$ cat config.mk
export PLATFORM = sky130hd
export DESIGN_NAME = pc_sequencer
export DESIGN_NICKNAME = d
export VERILOG_FILES = /design/src/rtl/pc_sequencer_pkg.sv /design/src/rtl/pc_sequencer_next_pc_sel.sv /design/src/rtl/pc_sequencer.sv
export SDC_FILE = /design/constraint.sdc
export NUM_CORES = 1
export LEC_CHECK = 0
export CELL_PAD_IN_SITES_DETAIL_PLACEMENT = 2
export CELL_PAD_IN_SITES_GLOBAL_PLACEMENT = 2
export CORE_MARGIN = 10
export CORE_UTILIZATION = 29
export CTS_CLUSTER_DIAMETER = 80
export DETAILED_ROUTE_END_ITERATION = 8
export PLACE_DENSITY_LB_ADDON = 0.1
export SYNTH_ARGS = -nofsm -noshare
export SYNTH_HDL_FRONTEND = slang
export SYNTH_SLANG_ARGS = --single-unit
$ cat constraint.sdc
create_clock -name clk -period 3.1 [get_ports clk]
set_input_delay 0.31 -clock clk [delete_from_list [all_inputs] [get_ports clk]]
set_output_delay 0.31 -clock clk [all_outputs]
set_load 0.01 [all_outputs]
$ cat src/rtl/pc_sequencer_pkg.sv
// rtl/pc_sequencer_pkg.sv - shared state encoding and reset constants for the PC sequencer
package pc_sequencer_pkg;

  typedef enum logic [2:0] {
    ST_IDLE  = 3'd0,
    ST_FETCH = 3'd1,
    ST_WAIT  = 3'd2,
    ST_EXEC  = 3'd3,
    ST_HALT  = 3'd4
  } state_e;

  // Wide all-ones constant; each user keeps the low N bits so the first increment lands on 0.
  localparam logic [31:0] RESET_PC = '1;

  function automatic logic is_fetching(input state_e s);
    return (s == ST_FETCH) || (s == ST_WAIT);
  endfunction

endpackage

$ cat src/rtl/pc_sequencer_next_pc_sel.sv
// rtl/pc_sequencer_next_pc_sel.sv - next-PC priority select: jump, then branch, then sequential
module next_pc_sel #(
  parameter int N = 9
) (
  input  logic [N-1:0] pc_cur,
  input  logic         jmp,
  input  logic [N-1:0] jmp_target,
  input  logic         br_taken,
  input  logic [N-1:0] br_target,
  output logic [N-1:0] next_pc
);

  always_comb begin
    next_pc = pc_cur + 1'b1;
    if (jmp) begin
      next_pc = jmp_target;
    end else if (br_taken) begin
      next_pc = br_target;
    end
  end

endmodule

$ cat src/rtl/pc_sequencer.sv
// rtl/pc_sequencer.sv - fetch/execute program-counter sequencer with halt and retire counting
module pc_sequencer
  import pc_sequencer_pkg::*;
#(
  parameter int N     = 9,
  parameter int CNT_W = 16
) (
  input  logic             clk,
  input  logic             rst,
  output logic             imem_req,
  output logic [N-1:0]     imem_addr,
  input  logic             imem_ready,
  output logic             instr_valid,
  input  logic             stall,
  input  logic             jmp,
  input  logic [N-1:0]     jmp_target,
  input  logic             br_taken,
  input  logic [N-1:0]     br_target,
  input  logic             halt,
  input  logic             resume,
  output logic [N-1:0]     pc_cur,
  output logic             pc_we,
  output logic             halted,
  output logic [CNT_W-1:0] retire_cnt
);

  state_e           state_q, state_d;
  logic [N-1:0]     pc_q, pc_d;
  logic [CNT_W-1:0] cnt_q, cnt_d;
  logic             pc_upd;
  logic [N-1:0]     next_pc;
  logic             req_q, valid_q, we_q, halted_q;

  next_pc_sel #(.N(N)) u_next_pc_sel (
    .pc_cur     (pc_q),
    .jmp        (jmp),
    .jmp_target (jmp_target),
    .br_taken   (br_taken),
    .br_target  (br_target),
    .next_pc    (next_pc)
  );

  always_comb begin
    state_d = state_q;
    pc_d    = pc_q;
    cnt_d   = cnt_q;
    pc_upd  = 1'b0;
    case (state_q)
      ST_IDLE: begin
        pc_d    = pc_q + 1'b1;
        pc_upd  = 1'b1;
        state_d = ST_FETCH;
      end
      ST_FETCH: state_d = imem_ready ? ST_EXEC : ST_WAIT;
      ST_WAIT:  if (imem_ready) state_d = ST_EXEC;
      ST_EXEC: begin
        if (!stall) begin
          pc_d    = next_pc;
          pc_upd  = 1'b1;
          cnt_d   = cnt_q + 1'b1;
          state_d = halt ? ST_HALT : ST_FETCH;
        end
      end
      ST_HALT:  if (resume) state_d = ST_FETCH;
      default:  state_d = ST_IDLE;
    endcase
  end

  // Outputs are flops loaded from the next state so they never glitch on state decode.
  always_ff @(posedge clk or negedge rst) begin
    if (!rst) begin
      state_q  <= ST_IDLE;
      pc_q     <= RESET_PC[N-1:0];
      cnt_q    <= '0;
      req_q    <= 1'b0;
      valid_q  <= 1'b0;
      we_q     <= 1'b0;
      halted_q <= 1'b0;
    end else begin
      state_q  <= state_d;
      pc_q     <= pc_d;
      cnt_q    <= cnt_d;
      req_q    <= is_fetching(state_d);
      valid_q  <= (state_d == ST_EXEC);
      we_q     <= pc_upd;
      halted_q <= (state_d == ST_HALT);
    end
  end

  assign imem_req    = req_q;
  assign imem_addr   = pc_q;
  assign instr_valid = valid_q;
  assign pc_cur      = pc_q;
  assign pc_we       = we_q;
  assign halted      = halted_q;
  assign retire_cnt  = cnt_q;

endmodule

Word level (Yosys, flattened, before mapping)
Cells that the tools add are included.
{"block": "op_classes", "addsub": 2, "n_eq_ne": 9, "mux": 12, "bitwise": 1, "reduce_logical": 5}
{"op": "9-bit two-way mux", "count": 3}
{"op": "9-bit case mux with 2 select lines", "count": 1}
{"op": "16-bit by 1-bit adder with 16-bit output (second input constant)", "count": 1}
{"op": "3-bit case mux with 5 select lines", "count": 1}
{"op": "3-bit by 2-bit equality test with 1-bit output (second input constant)", "count": 4}
{"op": "3-bit two-way mux", "count": 4}
{"op": "9-bit by 1-bit adder with 9-bit output (second input constant)", "count": 1}
{"op": "3-bit by 1-bit equality test with 1-bit output (second input constant)", "count": 2}
{"op": "3-bit equality test (second input constant)", "count": 2}
{"op": "2-bit AND reduction", "count": 2}
{"op": "3-bit logical NOT", "count": 1}
{"op": "1-bit two-way mux", "count": 2}
{"op": "2-bit != test (second input constant)", "count": 1}
{"op": "1-bit case mux with 2 select lines", "count": 1}
{"op": "2-bit nonzero test", "count": 1}
{"op": "1-bit logical OR", "count": 1}
{"op": "1-bit NOT", "count": 1}
{"block": "word_totals", "register_bits": 32, "inputBits": 26, "output_inout_bits": 38, "elab_cells": 36}

Depth between registers and ports, before layout
{"block": "depth", "depth_word": 5, "depth_mapped": 6, "ltp_nobuf": 5}

By module
Synthesis repeated with hierarchy kept, for this count alone.
{"block": "hier_totals", "hier_cells": 208, "area_unflattened_um2": 2000.7}
{"module": "pc_sequencer", "n_inst": 1, "cells_each": 160, "area_per_inst_um2": 1667.8}
{"module": "next_pc_sel", "n_inst": 1, "cells_each": 48, "area_per_inst_um2": 332.8}

Least setup slack after synthesis
OpenSTA, ideal clock, no wires.
{"block": "synth_timing", "kind": "register -> register", "start": "reg pc_q[0], in the netlist imem_addr[0]", "end": "reg pc_q[6], in the netlist imem_addr[6]", "setup_ps": 77, "t_arrival_ps": 1451, "setup_slack_ps": 1572, "path_stages_with_launch": 6, "period_less_slack_ps": 1528, "cell_sequence": "dfstp_2 ha_1 nand4_1 o41ai_2 a22oi_1 a31oi_1"}
{"block": "synth_between", "elab_chain_cells": 5}
{"element": "start, declared", "line": "pc_sequencer.sv:28", "rtl": "logic [N-1:0] pc_q, pc_d;"}
{"element": "start signal, assigned", "line": "pc_sequencer.sv:73", "rtl": "pc_q <= RESET_PC[N-1:0];"}
{"element": "start signal, assigned", "line": "pc_sequencer.sv:81", "rtl": "pc_q <= pc_d;"}
{"element": "9-bit by 1-bit adder with 9-bit output (*)", "line": "pc_sequencer_next_pc_sel.sv:14, pc_sequencer.sv:50"}
{"element": "9-bit two-way mux", "line": "pc_sequencer_next_pc_sel.sv:17", "rtl": "end else if (br_taken) begin"}
{"element": "9-bit two-way mux", "line": "pc_sequencer_next_pc_sel.sv:15", "rtl": "if (jmp) begin"}
{"element": "9-bit two-way mux", "line": "pc_sequencer.sv:57", "rtl": "if (!stall) begin"}
{"element": "9-bit case mux with 2 select lines (*)", "line": "pc_sequencer.sv:48", "rtl": "case (state_q)"}
Mark *: on every way between the ends. The rest lies on a longest branch, timed or not. The select of a mux whose other input is x is not followed.
A chain may end at the register's enable or synchronous reset.

Worst setup path after layout
{"block": "layout_timing", "start": "reg state_q[2]", "end": "reg cnt_q[15], in the netlist retire_cnt[15]"}
{"block": "layout_between", "elab_chain_cells": 2}
{"element": "start, declared", "line": "pc_sequencer.sv:27", "rtl": "state_e state_q, state_d;"}
{"element": "start signal, assigned", "line": "pc_sequencer.sv:80", "rtl": "state_q <= state_d;"}
{"element": "3-bit by 2-bit equality test with 1-bit output", "line": "pc_sequencer.sv:48"}
{"element": "2-bit AND reduction (no source line)"}
{"element": "end signal, assigned", "line": "pc_sequencer.sv:82", "rtl": "cnt_q <= cnt_d;"}
{"element": "end, declared", "line": "pc_sequencer.sv:29", "rtl": "logic [CNT_W-1:0] cnt_q, cnt_d;"}
No other way between the ends.

==> out/results.ini <==
[synthesis]
yosys_warnings = 0
async_reset_ff_frac = 1.000
synthesis.instances = 198
yosysSeqAreaShare = 0.4203
synth_ff_type = dfrtp_1
syn_nets = 226
synth_common_cells = dfrtp_1, nand2_1, a21oi_1, xnor2_1
syn-cell-area_sq_mm = 0.001932
synth_top_area_frac = 0.2979
synth_area_per_cell_sq_um = 9.757
yosys.cell_types.count = 51
synth_edf_count = 0
ys_ff_latch = 32
yosysMostFrequentCell = dfrtp_1
synth_top_cell_by_area = dfrtp_1
synth.area.top_cells = dfrtp_1, dfstp_2, xnor2_1, buf_4, nand2_1

[pwr]
total_power_uw = 2265
leakagePower_uw = 0.001082
ir_worst_vdd_uv = 339.9
power_density_mw_per_mm2 = 860.5

[floorplan]
design.die.area_sq_mm = 0.01033
initial_core_util = 0.3008
die_h_um = 101.6
die_w_um = 101.6
row_count = 29
io_pins = 64
coreArea_sq_mm = 0.006422

[drt]
drt_iter0_markers = 24
wire_per_inst_um = 18.06
viasPerCell = 5.143
firstDrtPassIters = 3
drc = 0
vias = 1692
finalWirelength_um = 5943
ant_nets = 0

[grt]
grt_overflow = 0
grt_pass1_vias = 1884
grt_use_total = 0.1202
antenna_found_initial = 0
grt_max_degree = 33
grt_pass1_wl_um = 9949

[cts]
htreeDepth = 2
clk_latency_ps = 280
cts_tree = done
clockRootBuffer = clkbuf_8
ctsHoldBuffers = 0
path_clk_slew_ps = 60
cts.path.max_buffers = 2
cts_buffers = 5
cts_sinks = 32
postCtsSetupBuffers = 0
cts-resized-gates = 0

[setup_path]
crit_path_start_kind = flip-flop
path_delay_family = simple AND/OR/NAND/NOR gates
cpPeakStageDelay_ps = 640
worstPathRequired_ps = 3260
path_class = reg -> reg
crit_arrival_ps = 2050
crit_chain = and4bb_1 > and4b_1 > nand4_1 > xnor2_1
critPathBufInv = 0
critPathSlowestCell = and4bb_1
reg2reg_setup_slack_ps = 1210
cp_num_cells = 4
cp_max_fo = 12
endpoint_kind = flip-flop
rr_worst_depth = 4

[sta]
max_clock_freq_mhz = 528.2
rsz0062_at_grt = no
period_minus_slack_ps = 1893
setup_viol = 0
drv_slew = 0
worst_slew_pin_slew_ps = 643.4
skew_ps = 7.963
hold_viol = 0
slew_headroom = 0.5697
fin_tns_setup_ps = 0
fin_crit_sh = 0.6107

[final_layout]
layout-drive-gt1-share = 0.1111
area_growth_pct = 36.27
fill_cells = 714
final_util = 0.4099
final_nets = 280
antenna_cells = 0

[flow_run]
maxCapViolations = 0

[min_path]
hold_class = in -> async

[placed_design]
dpl.hpwl_um = 4588
portBuffers = 63
routabilityCongestion = 0.7398

[outcome]
status = completed

-- state kept, by name, summed over array words and instances (netlist names) --
register and count:
instr_valid 1, imem_addr 9, halted 1, imem_req 1, state_q 3, retire_cnt 16, pc_we 1
-- cell type report --
class                   instances  area, sq um  share of cell area
clock buffers                   7        96.34             0.03660
inverters                       7        26.28            0.009981
repair buffers                 64        638.1              0.2424
multi-input cells             142        963.4              0.3660
well taps                      77        96.34             0.03660
flip-flops and latches         32        812.0              0.3085
-- metrics by stage --
stage	worst slack (ps)	cell area, sq um	instances	hold WS, ps
after floorplan	1572	1932	198	14.41
after global placement	998.0	2536	322	468.0
after detailed placement	926.2	2536	322	490.8
after CTS	1160	2633	329	460.9
after global routing	1026	2633	329	485.8
final	1207	2633	329	441.9
-- path summary, 6_finish.rpt --
check / to / start
max in group asynchronous: imem_addr[0] / rst
worst max-delay path: retire_cnt[15] / state_q[2]
worst min-delay path: retire_cnt[5] / rst
min in group clk: retire_cnt[14] / retire_cnt[14]
worst min register to register: retire_cnt[14] / retire_cnt[14]
worst max register to register: retire_cnt[15] / state_q[2]
-- layout by cell type (no fill, tap or decap), drive strengths merged, types with 2 or more instances in the layout --
cell type and count:
nor2b 4, mux2 3, inv 7, xnor2 12, a32o 2, and3 5
nor3 6, nand2b 2, o221ai 2, xor2 4, o21ai 7, nand3 7
clkdlybuf4s50 63, nand3b 2, mux2i 3, and4 2, nor2 14, dfrtp 23
dfstp 9, a21oi 13, nand4 7, clkbuf 7, ha 2, a31oi 3
a22oi 4, a311oi 2, nand2 19
-- cell families after synthesis --
family / count (synthesis) / share of synthesized area
compound gates: 43 / 0.1568
xor+xnor: 16 / 0.07254
fa+ha+maj: 2 / 0.01295
buf+inv: 24 / 0.08096
flops: 32 / 0.4203
mux: 6 / 0.03303
simple gates: 75 / 0.2235
-- metal layers --
metal	vias up	global-route usage	wire, um
met3	9	0.03268	318
met5	-	0	0
met1	834	0.1385	2546
li1	811	-	-
met2	38	0.2117	3016
met4	0	0.03630	61
-- where the power goes --
part	switching, uW	internal, uW	leakage (uW)	total, uW
sequential	222	593	0.000391	815
clock	151	198	0.0000503	349
combinational	544	558	0.000640	1100
Note: power is estimated with default switching activity, not from simulation.
